## config.mk

```make
export PLATFORM = sky130hd
export DESIGN_NAME = ex_branch_stage
export DESIGN_NICKNAME = d
export VERILOG_FILES = /design/src/rtl/ex_branch_stage.sv
export SDC_FILE = /design/constraint.sdc
export NUM_CORES = 1
export LEC_CHECK = 0
export ABC_AREA = 1
export CAP_MARGIN = 20
export CORE_MARGIN = 2
export CORE_UTILIZATION = 42
export DETAILED_ROUTE_END_ITERATION = 16
export PLACE_DENSITY = 0.76
export SLEW_MARGIN = 20
export SYNTH_ARGS = -nofsm -noshare
export SYNTH_HDL_FRONTEND = slang
export SYNTH_SLANG_ARGS = --single-unit
export TNS_END_PERCENT = 100
```

## constraint.sdc

```tcl
create_clock -name clk -period 1.8 [get_ports clk]
set_clock_uncertainty 0.15 [all_clocks]
set_input_delay 0.18 -clock clk [delete_from_list [all_inputs] [get_ports clk]]
set_output_delay 0.18 -clock clk [all_outputs]
set_load 0.1 [all_outputs]
```

## src/rtl/ex_branch_stage.sv

```systemverilog
// rtl/ex_branch_stage.sv - EX/MEM boundary: branch resolution, PC redirect, EX/MEM register
//
// Resolves conditional branches and jumps from the ALU flags, issues a
// registered one-cycle redirect, selects the write-back value and holds the
// EX/MEM pipeline register under stall, flush and wrong-path squash.
//
// Ports:
//   clk, rst                    clock, synchronous active-high reset
//   ex_*                        instruction currently in EX (pc, imm, class, controls)
//   alu_out, alu_zero_flag, alu_lt   ALU result and flags
//   stall, flush                hold everything / kill EX and MEM contents
//   ex_ready                    combinational !stall
//   redirect_valid, redirect_pc one-cycle fetch redirect and its target
//   mem_*                       registered EX/MEM pipeline register
module ex_branch_stage #(
  parameter int WORD_SIZE = 32,
  parameter int REG_ADDR  = 5
) (
  input  logic                 clk,
  input  logic                 rst,
  input  logic                 ex_valid,
  input  logic [WORD_SIZE-1:0] ex_pc,
  input  logic [WORD_SIZE-1:0] ex_imm,
  input  logic [WORD_SIZE-1:0] alu_out,
  input  logic                 alu_zero_flag,
  input  logic                 alu_lt,
  input  logic                 ex_branch,
  input  logic                 ex_jal,
  input  logic                 ex_jalr,
  input  logic [2:0]           ex_funct3,
  input  logic [REG_ADDR-1:0]  ex_rd,
  input  logic                 ex_reg_write,
  input  logic                 ex_mem_read,
  input  logic                 ex_mem_write,
  input  logic [WORD_SIZE-1:0] ex_store_data,
  input  logic                 stall,
  input  logic                 flush,
  output logic                 ex_ready,
  output logic                 redirect_valid,
  output logic [WORD_SIZE-1:0] redirect_pc,
  output logic                 mem_valid,
  output logic [WORD_SIZE-1:0] mem_result,
  output logic [WORD_SIZE-1:0] mem_store_data,
  output logic [REG_ADDR-1:0]  mem_rd,
  output logic [2:0]           mem_funct3,
  output logic                 mem_reg_write,
  output logic                 mem_mem_read,
  output logic                 mem_mem_write
);

  logic                 r_squash_pending;
  logic                 r_redirect_valid;
  logic [WORD_SIZE-1:0] r_redirect_pc;
  logic                 r_mem_valid;
  logic [WORD_SIZE-1:0] r_mem_result;
  logic [WORD_SIZE-1:0] r_mem_store_data;
  logic [REG_ADDR-1:0]  r_mem_rd;
  logic [2:0]           r_mem_funct3;
  logic                 r_mem_reg_write;
  logic                 r_mem_mem_read;
  logic                 r_mem_mem_write;

  logic                 w_accept;
  logic                 w_taken;
  logic                 w_redirect;
  logic [WORD_SIZE-1:0] w_pc_plus_imm;
  logic [WORD_SIZE-1:0] w_pc_plus_4;
  logic [WORD_SIZE-1:0] w_target;
  logic [WORD_SIZE-1:0] w_result;

  assign w_accept = ex_valid & ~stall & ~flush & ~r_squash_pending;

  // BEQ/BNE use the SUB zero flag; the ordered compares use the SLT/SLTU bit.
  always_comb begin
    w_taken = 1'b0;
    case (ex_funct3)
      3'b000:  w_taken = alu_zero_flag;
      3'b001:  w_taken = ~alu_zero_flag;
      3'b100,
      3'b110:  w_taken = alu_lt;
      3'b101,
      3'b111:  w_taken = ~alu_lt;
      default: w_taken = 1'b0;
    endcase
  end

  assign w_redirect    = w_accept & (ex_jal | ex_jalr | (ex_branch & w_taken));
  assign w_pc_plus_imm = ex_pc + ex_imm;
  assign w_pc_plus_4   = ex_pc + WORD_SIZE'(4);
  // JALR target is rs1+imm from the ALU with the low bit forced to zero.
  assign w_target      = ex_jalr ? {alu_out[WORD_SIZE-1:1], 1'b0} : w_pc_plus_imm;
  assign w_result      = (ex_jal | ex_jalr) ? w_pc_plus_4 : alu_out;

  always_ff @(posedge clk) begin
    if (rst) begin
      r_squash_pending <= 1'b0;
      r_redirect_valid <= 1'b0;
      r_redirect_pc    <= '0;
      r_mem_valid      <= 1'b0;
      r_mem_result     <= '0;
      r_mem_store_data <= '0;
      r_mem_rd         <= '0;
      r_mem_funct3     <= '0;
      r_mem_reg_write  <= 1'b0;
      r_mem_mem_read   <= 1'b0;
      r_mem_mem_write  <= 1'b0;
    end else if (flush) begin
      r_squash_pending <= 1'b0;
      r_redirect_valid <= 1'b0;
      r_mem_valid      <= 1'b0;
      r_mem_reg_write  <= 1'b0;
      r_mem_mem_read   <= 1'b0;
      r_mem_mem_write  <= 1'b0;
    end else if (stall) begin
      r_redirect_valid <= 1'b0;
    end else begin
      r_redirect_valid <= w_redirect;
      if (w_redirect) begin
        r_redirect_pc <= w_target;
      end

      // A redirect marks the next EX instruction as wrong-path; the first
      // valid unstalled instruction while marked is dropped and clears it.
      if (w_redirect) begin
        r_squash_pending <= 1'b1;
      end else if (r_squash_pending && ex_valid) begin
        r_squash_pending <= 1'b0;
      end

      r_mem_valid     <= w_accept;
      r_mem_reg_write <= w_accept & ex_reg_write;
      r_mem_mem_read  <= w_accept & ex_mem_read;
      r_mem_mem_write <= w_accept & ex_mem_write;
      if (w_accept) begin
        r_mem_result     <= w_result;
        r_mem_store_data <= ex_store_data;
        r_mem_rd         <= ex_rd;
        r_mem_funct3     <= ex_funct3;
      end
    end
  end

  assign ex_ready       = ~stall;
  assign redirect_valid = r_redirect_valid;
  assign redirect_pc    = r_redirect_pc;
  assign mem_valid      = r_mem_valid;
  assign mem_result     = r_mem_result;
  assign mem_store_data = r_mem_store_data;
  assign mem_rd         = r_mem_rd;
  assign mem_funct3     = r_mem_funct3;
  assign mem_reg_write  = r_mem_reg_write;
  assign mem_mem_read   = r_mem_mem_read;
  assign mem_mem_write  = r_mem_mem_write;

endmodule

```

* After elaboration in Yosys (flattened, before gate mapping)
Cells that the tools add are included.
** Storage, ports and cells
- Register bits :: 110
- Latch bits :: 0
- Memory bits (writable) :: 0
- Bits in read-only memories :: 0
- Input port bits :: 149
- Output and inout port bits :: 110
- Word-level logic and storage cells :: 48
- Memories :: 0
** Cells by class
- $add $sub $neg :: 2
- Multiply operators :: 0
- Div/mod/pow operators :: 0
- Order comparisons :: 0
- Eq/ne operators :: 5
- Shifts and indexed selects :: 0
- Muxes and demuxes :: 5
- Bitwise logic cells :: 15
- Reductions and logical operators :: 10
** Operators with widths (count)
- $mux W32 :: 2
- $add A32 B3 Y32 const B :: 1
- $add A32 B32 Y32 :: 1
- $eq A3 B3 Y1 const B :: 4
- $and A1 B1 Y1 :: 8
- $reduce_and A3 Y1 :: 2
- $reduce_or A2 Y1 :: 3
- $not A1 Y1 :: 5
- $pmux W1 S4 :: 1
- $eq A3 B1 Y1 const B :: 1
- $logic_not A3 Y1 :: 1
- $reduce_or A3 Y1 :: 1
- $mux W1 :: 2
- $or A1 B1 Y1 :: 2
- $reduce_and A2 Y1 :: 1
- $reduce_bool A2 Y1 :: 1
- $logic_and A1 B1 Y1 :: 1

* Longest topological paths before layout
- Depth in word-level cells :: 8
- Mapped depth :: 14
- Depth with buffers taken out :: 14

* Worst setup path after synthesis
Ideal clock, no wire load.
- Path type :: input -> register
- Start :: input ex_pc[0]
- End :: register r_redirect_pc[24] (netlist: redirect_pc[24])
- Library setup time :: 0.132 ns
- Data arrival time :: 1.590 ns
- Data required time :: 1.518 ns
- Setup slack :: -0.072 ns
- Stages :: 14
- Buffers on the path :: 0
- Cells stage by stage :: ha_1 -> fa_1 -> nand3_1 -> nand3_1 -> nand2_1 -> nand2_1 -> nand2_1 -> nand2_1 -> nand2_1 -> nand2_1 -> nand2_1 -> nand3_1 -> nand2_1 -> a21oi_1
** Between the ends
- Cells in the longest elaborated chain, start to end :: 2
** RTL lines
- from (decl) :: line 22 : input logic [WORD_SIZE-1:0] ex_pc,
- $add A32 B32 Y32 :: line 88 : assign w_pc_plus_imm = ex_pc + ex_imm;
- $mux W32 :: line 91 : assign w_target = ex_jalr ? {alu_out[WORD_SIZE-1:1], 1'b0} : w_pc_plus_imm;
- to (signal assigned) :: line 119 : r_redirect_pc <= w_target;
- to (decl) :: line 53 : logic [WORD_SIZE-1:0] r_redirect_pc;
Every way passes these cells.
A chain may end at the register's enable or synchronous reset.

* Final worst setup path
- Start :: input ex_pc[5]
- End :: register r_redirect_pc[15] (netlist: redirect_pc[15])
Same word-level chain as after synthesis.

==> impl_metrics.env <==
export IMPL_drv_cap=0
export IMPL_dp_hpwl_um=25600
export IMPL_drc_errors=0
export IMPL_syn_nets=1444
export IMPL_regArea_sq_um=2200
export IMPL_port_buffer_count=258
export IMPL_wl_per_cell_um=17.9
export IMPL_synth_seq_area_share_pct=29.3
export IMPL_grt_pass1_wl_um=49100
export IMPL_final_cell_area_sq_um=13800
export IMPL_dr_pass1_iters=5
export IMPL_rows=48
export IMPL_cts_tree="done"
export IMPL_required_ps=1940
export IMPL_end_kind="flop"
export IMPL_dieArea_sq_um=19000
export IMPL_postPlaceCellArea_sq_um=12600
export IMPL_pin_count=259
export IMPL_drt_initial_drc_count=630
export IMPL_netlist_area_sq_um=7520
export IMPL_syn_inst=1262
export IMPL_cts_htree_levels=3
export IMPL_synth_seq_cells=110
export IMPL_fp_dieH_um=138
export IMPL_post_route_cells_drive_above_1_share_pct=28.8
export IMPL_grt_antenna_before_repair=1
export IMPL_setup_violations=1
export IMPL_setup_ws_ps=-13.3
export IMPL_insertion_delay_ps=360
export IMPL_path_clk_slew_ps=80
export IMPL_power_density_nw_per_um2=613
export IMPL_initial_core_util_pct=43.2
export IMPL_hp_class="input pin to flop"
export IMPL_worst_pin_slew_ps=382
export IMPL_overflow=0
export IMPL_grt_max_degree=67
export IMPL_drtAntennaViolNets=0
export IMPL_cts_sinks=110
export IMPL_gp_routability_congestion=0.978
export IMPL_ir_worst_vdd_mv=0.432
export IMPL_period_minus_slack_ps=1810
export IMPL_vias=9999
export IMPL_crit_buf_inv=2
export IMPL_finalNonFillerCells=1886
export IMPL_critPathKind="input pin to flop"
export IMPL_dp_cells=1860
export IMPL_start_kind="input pin"
export IMPL_violations="negative setup slack"
export IMPL_fp_dieW_um=138
export IMPL_grt_util_all_layers_pct=33.9
export IMPL_postSynthAreaPerCell_sq_um=5.96
export IMPL_maxSlewHeadroom_pct=74.3
export IMPL_max_freq_mhz=551
export IMPL_fin_crit_sh_pct=101
export IMPL_rsz0062_at_grt="yes"
export IMPL_status="complete, but fails checks"
export IMPL_critPathMostFrequentCell="nand2_1"
export IMPL_power_leakage_uw=0.00652
export IMPL_yosys_warnings=0
export IMPL_path_max_fanout=5
export IMPL_routed_wl_um=33700
export IMPL_critical_path_max_stage_delay_ps=320
export IMPL_crit_arrival_ps=1960
export IMPL_worstPathCellList="dlygate4sd2_1 -> ha_4 -> nand2_4 -> nor2_2 -> nand3_1 -> nand2_1 -> nand2_1 -> nand2_2 -> buf_4 -> xor2_1 -> nand2_1 -> a21oi_1"
export IMPL_hold_viol=0
export IMPL_fin_nets=1837
export IMPL_utilization_pct=79.4
export IMPL_fin_hold_ws_ps=57.3
export IMPL_via_per_inst=5.30
export IMPL_fill_cells=1221
export IMPL_crit_path_top_delay_cell="ha_4"
export IMPL_coreArea_sq_um=17400
export IMPL_cts_made_buffers=9
export IMPL_slew_viol_final=0
export IMPL_clock_path_buffers=2
export IMPL_synth_distinct_cells=41
export IMPL_grt_pass1_vias=9481
export IMPL_area_growth_pct=83.8
export IMPL_clock_root_buffer="clkbuf_16"
export IMPL_critPathTopFamily="simple AND/OR/NAND/NOR gates"
export IMPL_multiInputGateArea_sq_um=5340
-- worst paths after layout --
kind | start | end | slack, ps | cells after the start
min | ex_pc[1] | mem_result[1] | 60 | 4
max reg2reg | r_squash_pending | mem_store_data[14] | 230 | 7
min reg2reg | r_squash_pending | r_squash_pending | 350 | 2
max | ex_pc[5] | redirect_pc[15] | -10 | 12
-- cells in the final DEF, fill, tap and decap left out, drive strengths merged, types with 32 or more instances in the layout --
cell type        n
nand2          385
buf            277
nor2           170
inv            165
a21oi          131
dfxtp          110
clkdlybuf4s50   89
o21ai           87
nand3           61
ha              32
-- kinds of logic after synthesis --
| kind of cell | after synthesis | share of synthesized area [%] |
|---|---|---|
| fa+ha+maj | 33 | 5.59 |
| xor+xnor | 19 | 2.21 |
| simple gates | 652 | 35.7 |
| compound gates | 239 | 16.6 |
| buf+inv | 209 | 10.6 |
| flops | 110 | 29.3 |
-- through the flow --
stage                     total power [uW]  setup TNS [ps]  setup WS, ps
final                                 8470           -13.3         -13.3
after global routing                  8790            -436         -70.8
after CTS                             8300           -12.0         -6.86
after detailed placement              6020          -30070          -668
after global placement                5970          -27580          -637
after floorplan                       4420               0          13.9
-- synth_stat cells, drive strengths merged --
| cell | instances | area, sq um |
|---|---|---|
| nand2 | 385 | 1460 |
| buf | 11 | 56.3 |
| a31oi | 6 | 37.5 |
| a21oi | 131 | 663 |
| o211ai | 7 | 52.6 |
| xnor2 | 4 | 35.0 |
| a21o | 1 | 7.51 |
| nor2 | 170 | 679 |
| fa | 1 | 20.0 |
| and2 | 3 | 18.8 |
| o221ai | 1 | 8.76 |
| o22ai | 1 | 6.26 |
| clkbuf | 34 | 128 |
| clkinv | 1 | 3.75 |
| ha | 32 | 400 |
| nand3b | 5 | 37.5 |
| dfxtp | 110 | 2200 |
| xor2 | 15 | 131 |
| nor3 | 18 | 106 |
| or2 | 3 | 18.8 |
| a211oi | 4 | 30.0 |
| nand4 | 5 | 31.3 |
| nand3 | 61 | 318 |
| o21ai | 87 | 435 |
| and3 | 2 | 12.5 |
| inv | 163 | 612 |
| o21bai | 1 | 7.51 |
-- where the power goes --
part           total [uW]  switching (uW)  internal [uW]
combinational        3670            2150           1520
sequential           2670             122           2540
clock                2140             993           1140
total                8470            3270           5210
-- worst reg2reg max path, stage by stage (launching register included) --
cell     delay, ps
dfxtp_1        320
nor2_1         120
nand2_2         90
inv_2           60
buf_4          240
buf_4          330
nor2_1          80
nor2_1         120
-- routing by layer --
layer	up-vias	share of wire, %	track usage [%]
met1	4592	38	40.4
li1	4795	-	-
met3	87	10	7.95
met4	0	3.7	12.6
met2	525	48	59.0
met5	-	0	0
-- final cells by class --
class | count | area share [%]
Sequential cell | 110 | 15.9
Antenna cell | 1 | 0.0181
Clock inverter | 6 | 0.561
Inverter | 164 | 4.47
Timing Repair Buffer | 427 | 36.6
Clock buffer | 10 | 1.73
Multi-Input combinational cell | 943 | 38.6
Tap cell | 225 | 2.04
-- state kept, by name, indices dropped and copies added, names as in the netlist --
signal	cells
redirect_valid	1
mem_rd	5
mem_mem_write	1
mem_valid	1
mem_mem_read	1
mem_result	32
mem_funct3	3
redirect_pc	32
mem_reg_write	1
mem_store_data	32
r_squash_pending	1
-- what timing repair did --
item,4_1_cts,5_1_grt
endpoints found under the hold margin,0,1
gates resized for setup,129,126
hold buffers,0,1
setup endpoints to repair,44,49
cloned,0,1
setup buffers,3,5
pin swaps,34,50
Power figures use the tool's default switching activity.
